--- config.mk ---
export PLATFORM = sky130hd
export DESIGN_NAME = pipeline_stall_ctrl_flat
export DESIGN_NICKNAME = d
export VERILOG_FILES = /design/src/rtl/pipeline_stall_ctrl_pkg.sv /design/src/rtl/pipeline_stall_ctrl_if.sv /design/src/rtl/pipeline_stall_ctrl_sat_counter.sv /design/src/rtl/pipeline_stall_ctrl.sv /design/src/flat_wrapper.sv
export SDC_FILE = /design/constraint.sdc
export NUM_CORES = 1
export LEC_CHECK = 0
export BUFFER_PORTS_ARGS = -buffer_cell sky130_fd_sc_hd__buf_2
export CORE_ASPECT_RATIO = 1.2
export CORE_MARGIN = 2
export CORE_UTILIZATION = 55
export CTS_CLUSTER_SIZE = 8
export DETAILED_ROUTE_END_ITERATION = 10
export HOLD_SLACK_MARGIN = 0.03
export PLACE_DENSITY = 0.84
export SETUP_SLACK_MARGIN = 0.05
export SYNTH_ARGS = -nofsm -noshare
export SYNTH_HDL_FRONTEND = slang
export SYNTH_SLANG_ARGS = --single-unit
--- constraint.sdc ---
create_clock -name clk_i -period 4.15 [get_ports clk_i]
set_input_delay 0 -clock clk_i [delete_from_list [all_inputs] [get_ports clk_i]]
set_output_delay 0 -clock clk_i [all_outputs]
set_load 0.01 [all_outputs]
--- src/rtl/pipeline_stall_ctrl_pkg.sv ---
// Shared types and constants for the pipeline stall controller.
// Holds the state encoding, field widths, the default memory timeout and the load-use hazard test.
package pipeline_stall_ctrl_pkg;

    typedef enum logic [1:0] {
        IDLE     = 2'd0,
        RUN      = 2'd1,
        MEM_WAIT = 2'd2,
        ERROR    = 2'd3
    } state_t;

    localparam int unsigned TIMEOUT_DEFAULT = 255;
    localparam int unsigned WAIT_W          = 8;
    localparam int unsigned REG_W           = 5;
    localparam int unsigned STALL_W         = 16;

    // Register 0 is hardwired to zero, so a load targeting it never creates a dependency.
    function automatic logic load_use_hazard(
        input logic             ex_memread,
        input logic [REG_W-1:0] ex_rt,
        input logic [REG_W-1:0] id_rs,
        input logic [REG_W-1:0] id_rt
    );
        return ex_memread && (ex_rt != '0) && ((ex_rt == id_rs) || (ex_rt == id_rt));
    endfunction

endpackage

--- src/rtl/pipeline_stall_ctrl_if.sv ---
// Pipeline-side signal bundle for the stall controller; slave is the controller, master the pipeline.
// Purely combinational wiring, no latency; no flow control of its own.
interface pipeline_stall_ctrl_if;
    import pipeline_stall_ctrl_pkg::*;

    logic               start_i;
    logic [REG_W-1:0]   IFID_rs_i;
    logic [REG_W-1:0]   IFID_rt_i;
    logic [REG_W-1:0]   IDEX_rt_i;
    logic               IDEX_memread_i;
    logic               branch_taken_i;
    logic               jump_i;
    logic               dmem_req_i;
    logic               dmem_ack_i;

    logic               pc_write_o;
    logic               ifid_write_o;
    logic               ifid_flush_o;
    logic               bubble_o;
    logic               freeze_o;
    logic               dmem_start_o;
    logic               err_o;
    logic [STALL_W-1:0] stall_cycles_o;

    modport master (
        output start_i, IFID_rs_i, IFID_rt_i, IDEX_rt_i, IDEX_memread_i,
               branch_taken_i, jump_i, dmem_req_i, dmem_ack_i,
        input  pc_write_o, ifid_write_o, ifid_flush_o, bubble_o, freeze_o,
               dmem_start_o, err_o, stall_cycles_o
    );

    modport slave (
        input  start_i, IFID_rs_i, IFID_rt_i, IDEX_rt_i, IDEX_memread_i,
               branch_taken_i, jump_i, dmem_req_i, dmem_ack_i,
        output pc_write_o, ifid_write_o, ifid_flush_o, bubble_o, freeze_o,
               dmem_start_o, err_o, stall_cycles_o
    );

endinterface

--- src/rtl/pipeline_stall_ctrl_sat_counter.sv ---
// Saturating up-counter with enable; holds at all-ones instead of wrapping.
// One-cycle update latency; no backpressure, enable is sampled every cycle.
module sat_counter #(
    parameter int unsigned W = 16
) (
    input  logic         clk,
    input  logic         rst_n,
    input  logic         en,
    output logic [W-1:0] cnt
);

    always_ff @(posedge clk or negedge rst_n) begin
        if (!rst_n) begin
            cnt <= '0;
        end else if (en && (cnt != '1)) begin
            cnt <= cnt + W'(1);
        end
    end

endmodule

--- src/rtl/pipeline_stall_ctrl.sv ---
// Pipeline stall controller: load-use bubbles, branch/jump flushes and data-memory freezes.
// Controls are combinational (0-cycle) from state and inputs; a memory access freezes the pipe until ack or TIMEOUT.
module pipeline_stall_ctrl
    import pipeline_stall_ctrl_pkg::*;
#(
    parameter int unsigned TIMEOUT = TIMEOUT_DEFAULT
) (
    input  logic                 clk_i,
    input  logic                 rst_i,
    pipeline_stall_ctrl_if.slave bus
);

    // Last wait cycle index: the counter reaching TIMEOUT happens on this cycle.
    localparam logic [WAIT_W-1:0] WAIT_LAST = WAIT_W'(TIMEOUT - 1);

    state_t            state;
    logic [WAIT_W-1:0] wait_cnt;
    logic              err_q;
    logic              hazard;
    logic              unfrozen;
    logic              pc_write, ifid_write, ifid_flush, bubble, freeze, dmem_start;
    logic              stall_en;

    assign hazard = load_use_hazard(bus.IDEX_memread_i, bus.IDEX_rt_i,
                                    bus.IFID_rs_i, bus.IFID_rt_i);

    always_ff @(posedge clk_i or negedge rst_i) begin
        if (!rst_i) begin
            state    <= IDLE;
            wait_cnt <= '0;
            err_q    <= 1'b0;
        end else begin
            case (state)
                IDLE: begin
                    if (bus.start_i) state <= RUN;
                end
                RUN: begin
                    if (bus.dmem_req_i) begin
                        state    <= MEM_WAIT;
                        wait_cnt <= '0;
                    end
                end
                MEM_WAIT: begin
                    if (bus.dmem_ack_i) begin
                        state    <= RUN;
                        wait_cnt <= '0;
                    end else if (wait_cnt == WAIT_LAST) begin
                        state <= ERROR;
                        err_q <= 1'b1;
                    end else begin
                        wait_cnt <= wait_cnt + WAIT_W'(1);
                    end
                end
                default: ;
            endcase
        end
    end

    // Freeze dominates, then load-use bubble, then branch/jump flush.
    always_comb begin
        pc_write   = 1'b0;
        ifid_write = 1'b0;
        ifid_flush = 1'b0;
        bubble     = 1'b1;
        freeze     = 1'b1;
        dmem_start = 1'b0;
        unfrozen   = 1'b0;
        case (state)
            RUN: begin
                if (bus.dmem_req_i) begin
                    bubble     = 1'b0;
                    dmem_start = 1'b1;
                end else begin
                    unfrozen = 1'b1;
                end
            end
            MEM_WAIT: begin
                if (bus.dmem_ack_i) unfrozen = 1'b1;
                else                bubble   = 1'b0;
            end
            default: ;
        endcase
        if (unfrozen) begin
            freeze = 1'b0;
            if (!hazard) begin
                bubble     = 1'b0;
                pc_write   = 1'b1;
                ifid_write = 1'b1;
                ifid_flush = bus.branch_taken_i | bus.jump_i;
            end
        end
    end

    assign stall_en = ((state == RUN) || (state == MEM_WAIT)) && (freeze || bubble);

    sat_counter #(.W(STALL_W)) u_stall_cnt (
        .clk   (clk_i),
        .rst_n (rst_i),
        .en    (stall_en),
        .cnt   (bus.stall_cycles_o)
    );

    assign bus.pc_write_o   = pc_write;
    assign bus.ifid_write_o = ifid_write;
    assign bus.ifid_flush_o = ifid_flush;
    assign bus.bubble_o     = bubble;
    assign bus.freeze_o     = freeze;
    assign bus.dmem_start_o = dmem_start;
    assign bus.err_o        = err_q;

endmodule

--- src/flat_wrapper.sv ---
// flat-port wrapper written by rule: the top's interface ports become plain ports
module pipeline_stall_ctrl_flat import pipeline_stall_ctrl_pkg::*;
#(
    parameter int unsigned TIMEOUT = TIMEOUT_DEFAULT
)
  (clk_i, rst_i, bus_start_i, bus_IFID_rs_i, bus_IFID_rt_i, bus_IDEX_rt_i, bus_IDEX_memread_i, bus_branch_taken_i, bus_jump_i, bus_dmem_req_i, bus_dmem_ack_i, bus_pc_write_o, bus_ifid_write_o, bus_ifid_flush_o, bus_bubble_o, bus_freeze_o, bus_dmem_start_o, bus_err_o, bus_stall_cycles_o);
  pipeline_stall_ctrl_if bus_i ();
  input  logic clk_i;
  input  logic rst_i;
  input wire logic [$bits(bus_i.start_i)-1:0] bus_start_i;
  input wire logic [$bits(bus_i.IFID_rs_i)-1:0] bus_IFID_rs_i;
  input wire logic [$bits(bus_i.IFID_rt_i)-1:0] bus_IFID_rt_i;
  input wire logic [$bits(bus_i.IDEX_rt_i)-1:0] bus_IDEX_rt_i;
  input wire logic [$bits(bus_i.IDEX_memread_i)-1:0] bus_IDEX_memread_i;
  input wire logic [$bits(bus_i.branch_taken_i)-1:0] bus_branch_taken_i;
  input wire logic [$bits(bus_i.jump_i)-1:0] bus_jump_i;
  input wire logic [$bits(bus_i.dmem_req_i)-1:0] bus_dmem_req_i;
  input wire logic [$bits(bus_i.dmem_ack_i)-1:0] bus_dmem_ack_i;
  output wire logic [$bits(bus_i.pc_write_o)-1:0] bus_pc_write_o;
  output wire logic [$bits(bus_i.ifid_write_o)-1:0] bus_ifid_write_o;
  output wire logic [$bits(bus_i.ifid_flush_o)-1:0] bus_ifid_flush_o;
  output wire logic [$bits(bus_i.bubble_o)-1:0] bus_bubble_o;
  output wire logic [$bits(bus_i.freeze_o)-1:0] bus_freeze_o;
  output wire logic [$bits(bus_i.dmem_start_o)-1:0] bus_dmem_start_o;
  output wire logic [$bits(bus_i.err_o)-1:0] bus_err_o;
  output wire logic [$bits(bus_i.stall_cycles_o)-1:0] bus_stall_cycles_o;
  assign bus_i.start_i = bus_start_i;
  assign bus_i.IFID_rs_i = bus_IFID_rs_i;
  assign bus_i.IFID_rt_i = bus_IFID_rt_i;
  assign bus_i.IDEX_rt_i = bus_IDEX_rt_i;
  assign bus_i.IDEX_memread_i = bus_IDEX_memread_i;
  assign bus_i.branch_taken_i = bus_branch_taken_i;
  assign bus_i.jump_i = bus_jump_i;
  assign bus_i.dmem_req_i = bus_dmem_req_i;
  assign bus_i.dmem_ack_i = bus_dmem_ack_i;
  assign bus_pc_write_o = bus_i.pc_write_o;
  assign bus_ifid_write_o = bus_i.ifid_write_o;
  assign bus_ifid_flush_o = bus_i.ifid_flush_o;
  assign bus_bubble_o = bus_i.bubble_o;
  assign bus_freeze_o = bus_i.freeze_o;
  assign bus_dmem_start_o = bus_i.dmem_start_o;
  assign bus_err_o = bus_i.err_o;
  assign bus_stall_cycles_o = bus_i.stall_cycles_o;
  pipeline_stall_ctrl #(.TIMEOUT(TIMEOUT)) u_core (.clk_i(clk_i), .rst_i(rst_i), .bus(bus_i));
endmodule
==> flow_summary.ini, run 1 <==
[floorplan]
core_area_um2 = 2790
io_pins = 46
start_util_pct = 57.7
die_height_um = 63.2
die_area_um2 = 3370
rows = 21
dieWidth_um = 53.3

[logic_synthesis]
yosys.area_share.xor_xnor_pct = 16.4
synth_fa_ha_area_share_pct = 5.45
muxShareOfSynthArea_pct = 2.26
yosysMostFrequentCell = dfrtp_1
synthArstFlopShare_pct = 100
synth_cells = 163
synth_top_cell_area_share_pct = 42.1
synth.distinct_cells = 34
ys.flop_type = dfrtp_1
synth_top_family_by_area = simple AND/OR/NAND/NOR gates
netlist_area_um2 = 1610
syn_avg_cell_area_um2 = 9.86
syn-num-nets = 193
yosysWarnings = 0
yosys.area_share.simple_pct = 25.5
synth_common_cells = dfrtp_1 (27), nand2_1 (19), xor2_1 (19), nor2_1 (14), xnor2_1 (11)
ys_seq_area_share_pct = 42.1
synth_top_area_cell = dfrtp_1
synth_compound_area_share_pct = 6.46
synth_edf_count = 0
ys_seq_elements = 27
synthTopCellsByArea = dfrtp_1 (42%), xor2_1 (10%), xnor2_1 (6.0%)

[worst_hold_path]
min_path_type = input port to register
min_path_cells = 5

[power_and_ir_drop]
p_int_mw = 0.622
p_leak_nw = 0.901
finalPower_mw = 1.13
p_sw_share_pct = 45.0
power_frac_seq_pct = 40.1
combPwrFrac_pct = 49.5
vdd_drop_max_v = 0.000377
power_density_nw_per_um2 = 588
p_switching_mw = 0.509
clkPwrFrac_pct = 10.4

[clock_tree]
clk_latency_ps = 330
cts-root-buf = clkbuf_4
clk_pin_slew_ps = 150
cts_max_path_buffers = 2
post_cts_buffers = 0
cts_buffers = 3
cts_tree = built
post_cts_resized = 0
clock_sinks = 27
htree_levels = 1

[routing]
wl_per_cell_um = 14.1
route.top_layer_used = met4
first_pass_iters = 4
drtIter0Drc = 22
drc = 0
routed_via_density = 5.51
postRouteAntennaNets = 0
wl_met3_um = 132
met2_length_mm = 1.81
totalWireLength_mm = 3.48
vias = 1362
met1_length_mm = 1.46

[sta]
period_minus_slack_ps = 2120
finalSetupViolations = 0
max_freq_ghz = 0.472
worstMarginPinSlew_ps = 612
final-max-slew-violation-count = 0
rsz0062_at_grt = no
setup_slack_ps = 2030
slew_headroom_pct = 59.2
hold_ws_ps = 176
clock_skew_ps = 8.93
post-route-period-util_pct = 51.1
setup_tns_ps = 0
hold_viol_final = 0

[critical_path]
ff2ff_path_depth = 6
crit_type = register to register
critical_path_required_ps = 4380
crit_path_start_kind = register
crit_path_end_kind = register
cp_max_fo = 13
arrival_ps = 2340

[finish]
fillers = 238
area_growth_pct = 19.6
n_antenna_cell = 0
utilization_pct = 69.0
num-nets-final = 244
drive_gt1_share_pct = 25.8
register_area_um2 = 676
multi_input_area_um2 = 900

[grt]
antenna_found_initial = 0
grt_max_degree = 28
grt_pass1_wl_mm = 5.97
grt_util_all_layers_pct = 23.4
grt_pass1_vias = 1366
grt.overflow.total = 0

[flow_run]
maxCapViolCount = 0

[run_status]
status = complete, no violations

[place]
io_buffers = 45
gp_congestion = 0.872
place_ws_ps = 2050
dp_hpwl_mm = 2.65
area by class of cell:
type	count	area share, %
well taps	34	2.21
clock buffers	3	1.17
clock inverters	1	0.391
flip-flops and latches	27	35.2
repair buffers	48	13.3
multi-input cells	129	46.8
inverters	5	0.977
worst max-delay path: stages (launching register included):
cell and delay, ps:
dfrtp_1 420, inv_1 80, ha_1 510, nand2_1 170
a21oi_4 290, nand3b_2 220, mux2_1 330
flip-flops by register name, summed over array words and instances, names as in the netlist:
register                count
u_core.u_stall_cnt.cnt     16
u_core.wait_cnt             8
u_core.state                2
u_core.bus.err_o            1
per-layer routing:
layer  vias to the layer above  global-route usage (%)
met5                         -                       0
met4                         0                    8.65
met3                         8                    2.13
met2                        40                    41.4
met1                       644                    28.5
li1                        670                       -
power groups by stage:
stage	Combinational [mW]	Clock (mW)	Sequential, mW
2_1_floorplan	0.348	0	0.476
3_3_place_gp	0.544	0	0.453
3_5_place_dp	0.558	0	0.457
4_1_cts	0.564	0.119	0.453
5_1_grt	0.628	0.130	0.472
6_report	0.559	0.118	0.454
cells by family (layout without fill, tap and decap cells):
family,after synthesis,in the layout
AO/OA/AOI/OAI,12,12
XOR/XNOR,30,30
adder cells (fa/ha/maj),7,7
buffers and inverters,7,57
flip-flops,27,27
multiplexers,3,3
AND/OR/NAND/NOR,77,77
worst paths after layout:
| kind | start | to | slack [ps] |
|---|---|---|---|
| setup / recovery | u_core.state[1] | u_core.u_stall_cnt.cnt[1] | 2030 |
| hold / removal | bus_start_i | u_core.state[1] | 180 |
| setup reg to reg | u_core.state[1] | u_core.u_stall_cnt.cnt[1] | 2030 |
| hold reg to reg | u_core.bus.err_o | u_core.bus.err_o | 470 |
| max in group asynchronous | rst_i | u_core.state[0] | 3550 |
| min in group asynchronous | rst_i | u_core.wait_cnt[6] | 200 |
placed cells by master (no fill, tap or decap), types with 5 or more instances in the layout:
cell type / instances
nor2_1: 14
inv_1: 5
dfrtp_1: 27
and4_1: 6
nand2_1: 19
ha_1: 7
buf_2: 45
xnor2_1: 11
xor2_1: 19
nand4_1: 8
nand3_1: 8
through the flow:
stage | cell area (µm²) | cells
floorplan | 1610 | 163
finish | 1920 | 247
CTS | 1920 | 247
global route | 1920 | 247
global placement | 1860 | 240
detailed placement | 1860 | 240
timing repair:
action / 4_1_cts / 5_1_grt
hold buffers: 3 / 0
setup endpoints to repair: 0 / 0
hold endpoints to repair: 29 / 0
Power figures use the tool's default switching activity.
==> run 2: changes to the inputs <==
--- a/config.mk
+++ b/config.mk
@@ -8,11 +8,11 @@
 export BUFFER_PORTS_ARGS = -buffer_cell sky130_fd_sc_hd__buf_2
 export CORE_ASPECT_RATIO = 1.2
 export CORE_MARGIN = 2
-export CORE_UTILIZATION = 55
+export CORE_UTILIZATION = 51
 export CTS_CLUSTER_SIZE = 8
 export DETAILED_ROUTE_END_ITERATION = 10
 export HOLD_SLACK_MARGIN = 0.03
-export PLACE_DENSITY = 0.84
+export PLACE_DENSITY = 0.79
 export SETUP_SLACK_MARGIN = 0.05
 export SYNTH_ARGS = -nofsm -noshare
 export SYNTH_HDL_FRONTEND = slang
==> constraint.sdc (replaced) <==
create_clock -name clk_i -period 2.1 [get_ports clk_i]
set_input_delay 0 -clock clk_i [delete_from_list [all_inputs] [get_ports clk_i]]
set_output_delay 0 -clock clk_i [all_outputs]
set_load 0.01 [all_outputs]
==> flow_summary.ini, run 2 (synthesized netlist as in run 1, its figures left out) <==
[clock_tree]
cts_buffers = 3
cts-root-buf = clkbuf_4
cts_max_path_buffers = 2
clk_latency_ps = 330
cts_tree = built
htree_levels = 1
clock_sinks = 27
clk_pin_slew_ps = 160

[run_status]
status = complete, no violations

[grt]
antenna_found_initial = 0
use_met3_pct = 1.97
grt_pass1_vias = 1324
grt_pass1_wl_mm = 5.88
grt_use_met1_pct = 26.1
grt.overflow.total = 0
grtUsageMet2_pct = 35.6
grt-busiest-layer = met2
grt_max_degree = 28
grt_util_all_layers_pct = 19.9

[critical_path]
crit-reg2reg-capture = u_core.u_stall_cnt.cnt[13]
cpLargestDelayFamily = simple AND/OR/NAND/NOR gates
r2r-start = u_core.u_stall_cnt.cnt[0]
cp_num_buf_inv = 0
arrival_ps = 2280
max_stage_delay_ps = 470
crit_path_end_kind = register
crit_type = register to register
cp_max_fo = 6
ff2ff_path_depth = 6
critical_path_required_ps = 2360
rrSetupSlack_ps = 80
crit_slowest_cell = dfrtp_2
worst_path_most_repeated_cell = and4_1
crit_chain = ha_1, and4_1, and4_1, nand2b_1, nor4_1, xor2_1
crit_path_start_kind = register

[routing]
routed_via_density = 5.27
drtIter0Drc = 53
drc = 0
first_pass_iters = 4
vias = 1350
postRouteAntennaNets = 0
wl_per_cell_um = 13.3
totalWireLength_mm = 3.40

[finish]
num-nets-final = 251
final_cell_mix = buf_2 (45), dfrtp_1 (26), nand2_1 (19), xor2_1 (19), nor2_1 (14)
largest_reg_flops = 16
layout_commonest_cell = buf_2
drive_gt1_share_pct = 29.5
area_growth_pct = 24.4
regMostFlops = u_core.u_stall_cnt.cnt
n_antenna_cell = 0
reg_top3 = u_core.u_stall_cnt.cnt x16, u_core.wait_cnt x8, u_core.state x2

[place]
gp_congestion = 0.851
io_buffers = 45
dp_hpwl_mm = 2.62
place_ws_ps = 75.4

[sta]
post-route-period-util_pct = 96.2
finalSetupViolations = 0
setup_slack_ps = 79.6
period_minus_slack_ps = 2020
hold_viol_final = 0
worstMarginPinSlew_ps = 601
clock_skew_ps = 15.3
rsz0062_at_grt = yes
max_freq_ghz = 0.495
final-max-slew-violation-count = 0
slew_headroom_pct = 59.9
setup_tns_ps = 0

[floorplan]
dieWidth_um = 55.2
die_area_um2 = 3620
rows = 22
die_height_um = 65.5
io_pins = 46
core_area_um2 = 3030
start_util_pct = 53.1

[worst_hold_path]
min-delay-start = bus_start_i
min_to = u_core.state[0]
min_path_type = input port to register
min_path_cells = 5

[power_and_ir_drop]
vdd_drop_max_v = 0.000928
power_density_nw_per_um2 = 1180
p_leak_nw = 0.938

[flow_run]
maxCapViolCount = 0
run 2: cell count changes in the layout (fill, tap and decap cells not counted):
| cell | delta |
|---|---|
| buf_4 | +7 |
| a31oi_2 | -1 |
| a31oi_4 | +1 |
| dfrtp_1 | -1 |
| dfrtp_2 | +1 |
| nor3_1 | -1 |
| nor3_2 | +1 |
| nor4_1 | -1 |
| nor4_2 | +1 |
run 2: worst max-delay path by stage:
stage | start | endpoint | slack [ps] | cells past startpoint
finish | u_core.u_stall_cnt.cnt[0] | u_core.u_stall_cnt.cnt[13] | 80 | 6
detailed placement | u_core.u_stall_cnt.cnt[0] | u_core.u_stall_cnt.cnt[3] | 80 | 7
global placement | u_core.u_stall_cnt.cnt[0] | u_core.u_stall_cnt.cnt[2] | 140 | 7
floorplan | u_core.state[1] | u_core.u_stall_cnt.cnt[1] | 240 | 8
global route | u_core.state[1] | bus_ifid_flush_o | 10 | 9
CTS | u_core.state[1] | bus_ifid_flush_o | 90 | 9
run 2: area by class of cell:
type | instances | area [µm²]
multi-input cells | 129 | 920
fillers | 261 | 1030
well taps | 36 | 45.0
clock buffers | 3 | 22.5
flip-flops and latches | 27 | 677
clock inverters | 1 | 7.51
repair buffers | 55 | 308
inverters | 5 | 18.8
run 2: worst min-delay path, stage by stage:
cell	delay (ps)
buf_2	90
nor2b_1	130
nor3_2	80
nand2_1	60
a22o_1	110
run 2: per-stage QoR:
step                power (mW)  util (%)  instances  area [µm²]  hold WS (ps)
finish                    2.37      66.0        256        2000           181
global route              2.56      66.0        256        2000           186
CTS                       2.35      65.3        255        1980           150
detailed placement        2.10      63.1        248        1910          42.4
global placement          2.07      63.1        248        1910          43.7
floorplan                 1.63         -        163        1610          -296
run 2: report_power, final:
part           total, mW  internal (mW)  leakage [nW]  switching (mW)
sequential         0.908          0.689         0.316           0.219
clock              0.228         0.0728        0.0139           0.155
combinational       1.23          0.554         0.608           0.677
total               2.37           1.32         0.938            1.05
run 2: per-layer routing:
| metal | up-vias | share of wire, % |
|---|---|---|
| met2 | 34 | 51 |
| met3 | 2 | 3.9 |
| met4 | 0 | 0.15 |
| li1 | 681 | - |
| met5 | - | 0 |
| met1 | 633 | 45 |
run 2: what timing repair did:
action | 4_1_cts | 5_1_grt
hold buffers | 3 | 0
endpoints found under the hold margin | 29 | 0
setup buffers | 0 | 1
pin swaps | 0 | 1
resized for setup | 1 | 3
endpoints found under the setup margin | 1 | 12
==> run 3: changes to the inputs <==
--- a/config.mk
+++ b/config.mk
@@ -5,14 +5,15 @@
 export SDC_FILE = /design/constraint.sdc
 export NUM_CORES = 1
 export LEC_CHECK = 0
+export ABC_AREA = 1
 export BUFFER_PORTS_ARGS = -buffer_cell sky130_fd_sc_hd__buf_2
 export CORE_ASPECT_RATIO = 1.2
 export CORE_MARGIN = 2
-export CORE_UTILIZATION = 51
+export CORE_UTILIZATION = 54
 export CTS_CLUSTER_SIZE = 8
 export DETAILED_ROUTE_END_ITERATION = 10
 export HOLD_SLACK_MARGIN = 0.03
-export PLACE_DENSITY = 0.79
+export PLACE_DENSITY = 0.8
 export SETUP_SLACK_MARGIN = 0.05
 export SYNTH_ARGS = -nofsm -noshare
 export SYNTH_HDL_FRONTEND = slang
==> flow_summary.ini, run 3 <==
[run_status]
status = finished, violations left
failed_checks = DRC

[critical_path]
arrival_ps = 1870
crit_chain = inv_1, ha_1, inv_1, nor2_1, a21oi_1, nor2_2, nand2_4, nor2_1, buf_2
max_stage_delay_ps = 410
crit_slowest_cell = dfrtp_1
crit_path_end_kind = output port
crit_type = register to output port
critical_path_required_ps = 2100
cpLargestDelayFamily = simple AND/OR/NAND/NOR gates
cp_max_fo = 19
cp_num_buf_inv = 3
crit_path_start_kind = register

[logic_synthesis]
synth_top_cell_area_share_pct = 34.5
ys_seq_elements = 27
synth_common_cells = nand2_1 (92), inv_1 (31), nor2_1 (31), nand3_1 (29), dfrtp_1 (27)
synthTopCellsByArea = dfrtp_1 (34%), nand2_1 (18%), nand3_1 (7.4%)
yosysWarnings = 0
synth_top_area_cell = dfrtp_1
synth.distinct_cells = 28
ys.flop_type = dfrtp_1
ys_seq_area_share_pct = 34.5
synth_edf_count = 0
syn_avg_cell_area_um2 = 6.92
synthArstFlopShare_pct = 100
netlist_area_um2 = 1960
syn-num-nets = 313
synth_cells = 283
yosysMostFrequentCell = nand2_1

[finish]
num-nets-final = 362
final_cell_mix = nand2_1 (92), buf_2 (45), inv_1 (31)
utilization_pct = 66.8
n_antenna_cell = 0
fillers = 328
regMostFlops = u_core.u_stall_cnt.cnt
largest_reg_flops = 16
layout_commonest_cell = nand2_1
drive_gt1_share_pct = 19.9
area_growth_pct = 15.8
reg_top3 = u_core.u_stall_cnt.cnt x16, u_core.wait_cnt x8, u_core.state x2

[sta]
period_minus_slack_ps = 1870
final-max-slew-violation-count = 0
clock_skew_ps = 2.71
slew_headroom_pct = 59.1
post-route-period-util_pct = 88.8
rsz0062_at_grt = no
max_freq_ghz = 0.536
worstMarginPinSlew_ps = 614
finalSetupViolations = 0
hold_viol_final = 0
setup_tns_ps = 0

[routing]
wl_per_cell_um = 10.9
routed_via_density = 5.02
vias = 1846
first_pass_iters = 7
drtIter0Drc = 59
totalWireLength_mm = 4.01
postRouteAntennaNets = 0
drc = 3

[flow_run]
maxCapViolCount = 0

[clock_tree]
cts-root-buf = clkbuf_8
cts_max_path_buffers = 2
htree_levels = 1
clk_pin_slew_ps = 90
cts_tree = built
clk_latency_ps = 270
post_cts_buffers = 0
cts_buffers = 3
clock_sinks = 27

[floorplan]
start_util_pct = 57.7
io_pins = 46
die_area_um2 = 4130
core_area_um2 = 3400
rows = 23
die_height_um = 70.0
dieWidth_um = 59.0

[power_and_ir_drop]
p_leak_nw = 1.23
power_frac_seq_pct = 33.9
combPwrFrac_pct = 51.7
p_int_mw = 1.10
vdd_drop_max_v = 0.000541
p_sw_share_pct = 45.5
power_density_nw_per_um2 = 890
clkPwrFrac_pct = 14.4
p_switching_mw = 0.919

[place]
gp_congestion = 0.885
io_buffers = 45
dp_hpwl_mm = 3.15

[grt]
grt_pass1_vias = 1786
grt_pass1_wl_mm = 7.19
grt.overflow.total = 0
grt_util_all_layers_pct = 21.5
grt_max_degree = 28
antenna_found_initial = 0

[worst_hold_path]
min_path_type = input port to register
==> run 3: changes by cell type in the layout (fill, tap and decap cells not counted), moves of 4 or more <==
cell	delta
and4_1	-6
o21ai_0	+7
nand2_1	+73
and2_1	-4
nand3_1	+21
nor2_2	+4
xor2_1	-8
nor2_1	+16
inv_1	+26
inv_2	+5
==> run 3: layout make-up <==
type | count | area [µm²] | share of cell area, %
Timing Repair Buffer | 50 | 265 | 11.7
Inverter | 37 | 139 | 6.12
Tap cell | 37 | 46.3 | 2.04
Clock buffer | 4 | 45.0 | 1.98
Sequential cell | 27 | 676 | 29.8
Multi-Input combinational cell | 213 | 1100 | 48.4
==> run 3: worst reg2reg max path: cells and delay by family, from the launching register on <==
kind                       cells  cell delay (ps)
AOI/OAI and AO/OA              1              320
adders and majority gates      1              260
buffers and inverters          2              330
DFF                            1              430
and+or+nand+nor                5              380
==> run 3: per-stage QoR <==
stage               cell area (µm²)  hold slack (ps)  worst slack [ps]  instances  power [mW]
global placement               2210             37.8               377        363        1.72
CTS                            2270              125               153        368        2.05
global route                   2270              142              83.6        368        2.20
finish                         2270              126               235        368        2.02
floorplan                      1960             -296               453        283        1.49
detailed placement             2210             54.1               335        363        1.75
==> run 3: timing repair <==
action	in CTS	in global routing
hold buffers	1	0
resized for setup	0	1
hold endpoints to repair	27	0
setup endpoints to repair	0	3
==> run 3: worst paths after layout <==
check | startpoint | endpoint | slack [ps] | depth (start not counted)
setup / recovery | u_core.state[1] | bus_ifid_flush_o | 230 | 9
max in group asynchronous | rst_i | u_core.wait_cnt[4] | 1430 | 2
setup reg to reg | u_core.u_stall_cnt.cnt[0] | u_core.u_stall_cnt.cnt[1] | 320 | 9
min in group asynchronous | rst_i | u_core.u_stall_cnt.cnt[4] | 270 | 2
hold / removal | bus_dmem_ack_i | u_core.wait_cnt[5] | 130 | 4
hold reg to reg | u_core.bus.err_o | u_core.bus.err_o | 490 | 2
==> run 3: kinds of logic after synthesis <==
| group | synth area share (%) |
|---|---|
| compound gates | 4.21 |
| xor+xnor | 8.94 |
| fa+ha+maj | 4.47 |
| flops | 34.5 |
| buf+inv | 9.58 |
| simple gates | 38.3 |
==> run 3: layer usage <==
layer / wire [µm] / global-route usage [%]
met1: 1790 / 25.9
met2: 2060 / 38.4
met3: 123 / 2.41
met4: 40 / 7.32
met5: 0 / 0
==> run 3: power groups by stage <==
| stage | clock, mW | combinational [mW] | sequential (mW) |
|---|---|---|---|
| 5_1_grt | 0.319 | 1.18 | 0.696 |
| 3_3_place_gp | 0 | 1.03 | 0.690 |
| 2_1_floorplan | 0 | 0.789 | 0.702 |
| 3_5_place_dp | 0 | 1.06 | 0.694 |
| 4_1_cts | 0.305 | 1.06 | 0.684 |
| 6_report | 0.291 | 1.04 | 0.684 |
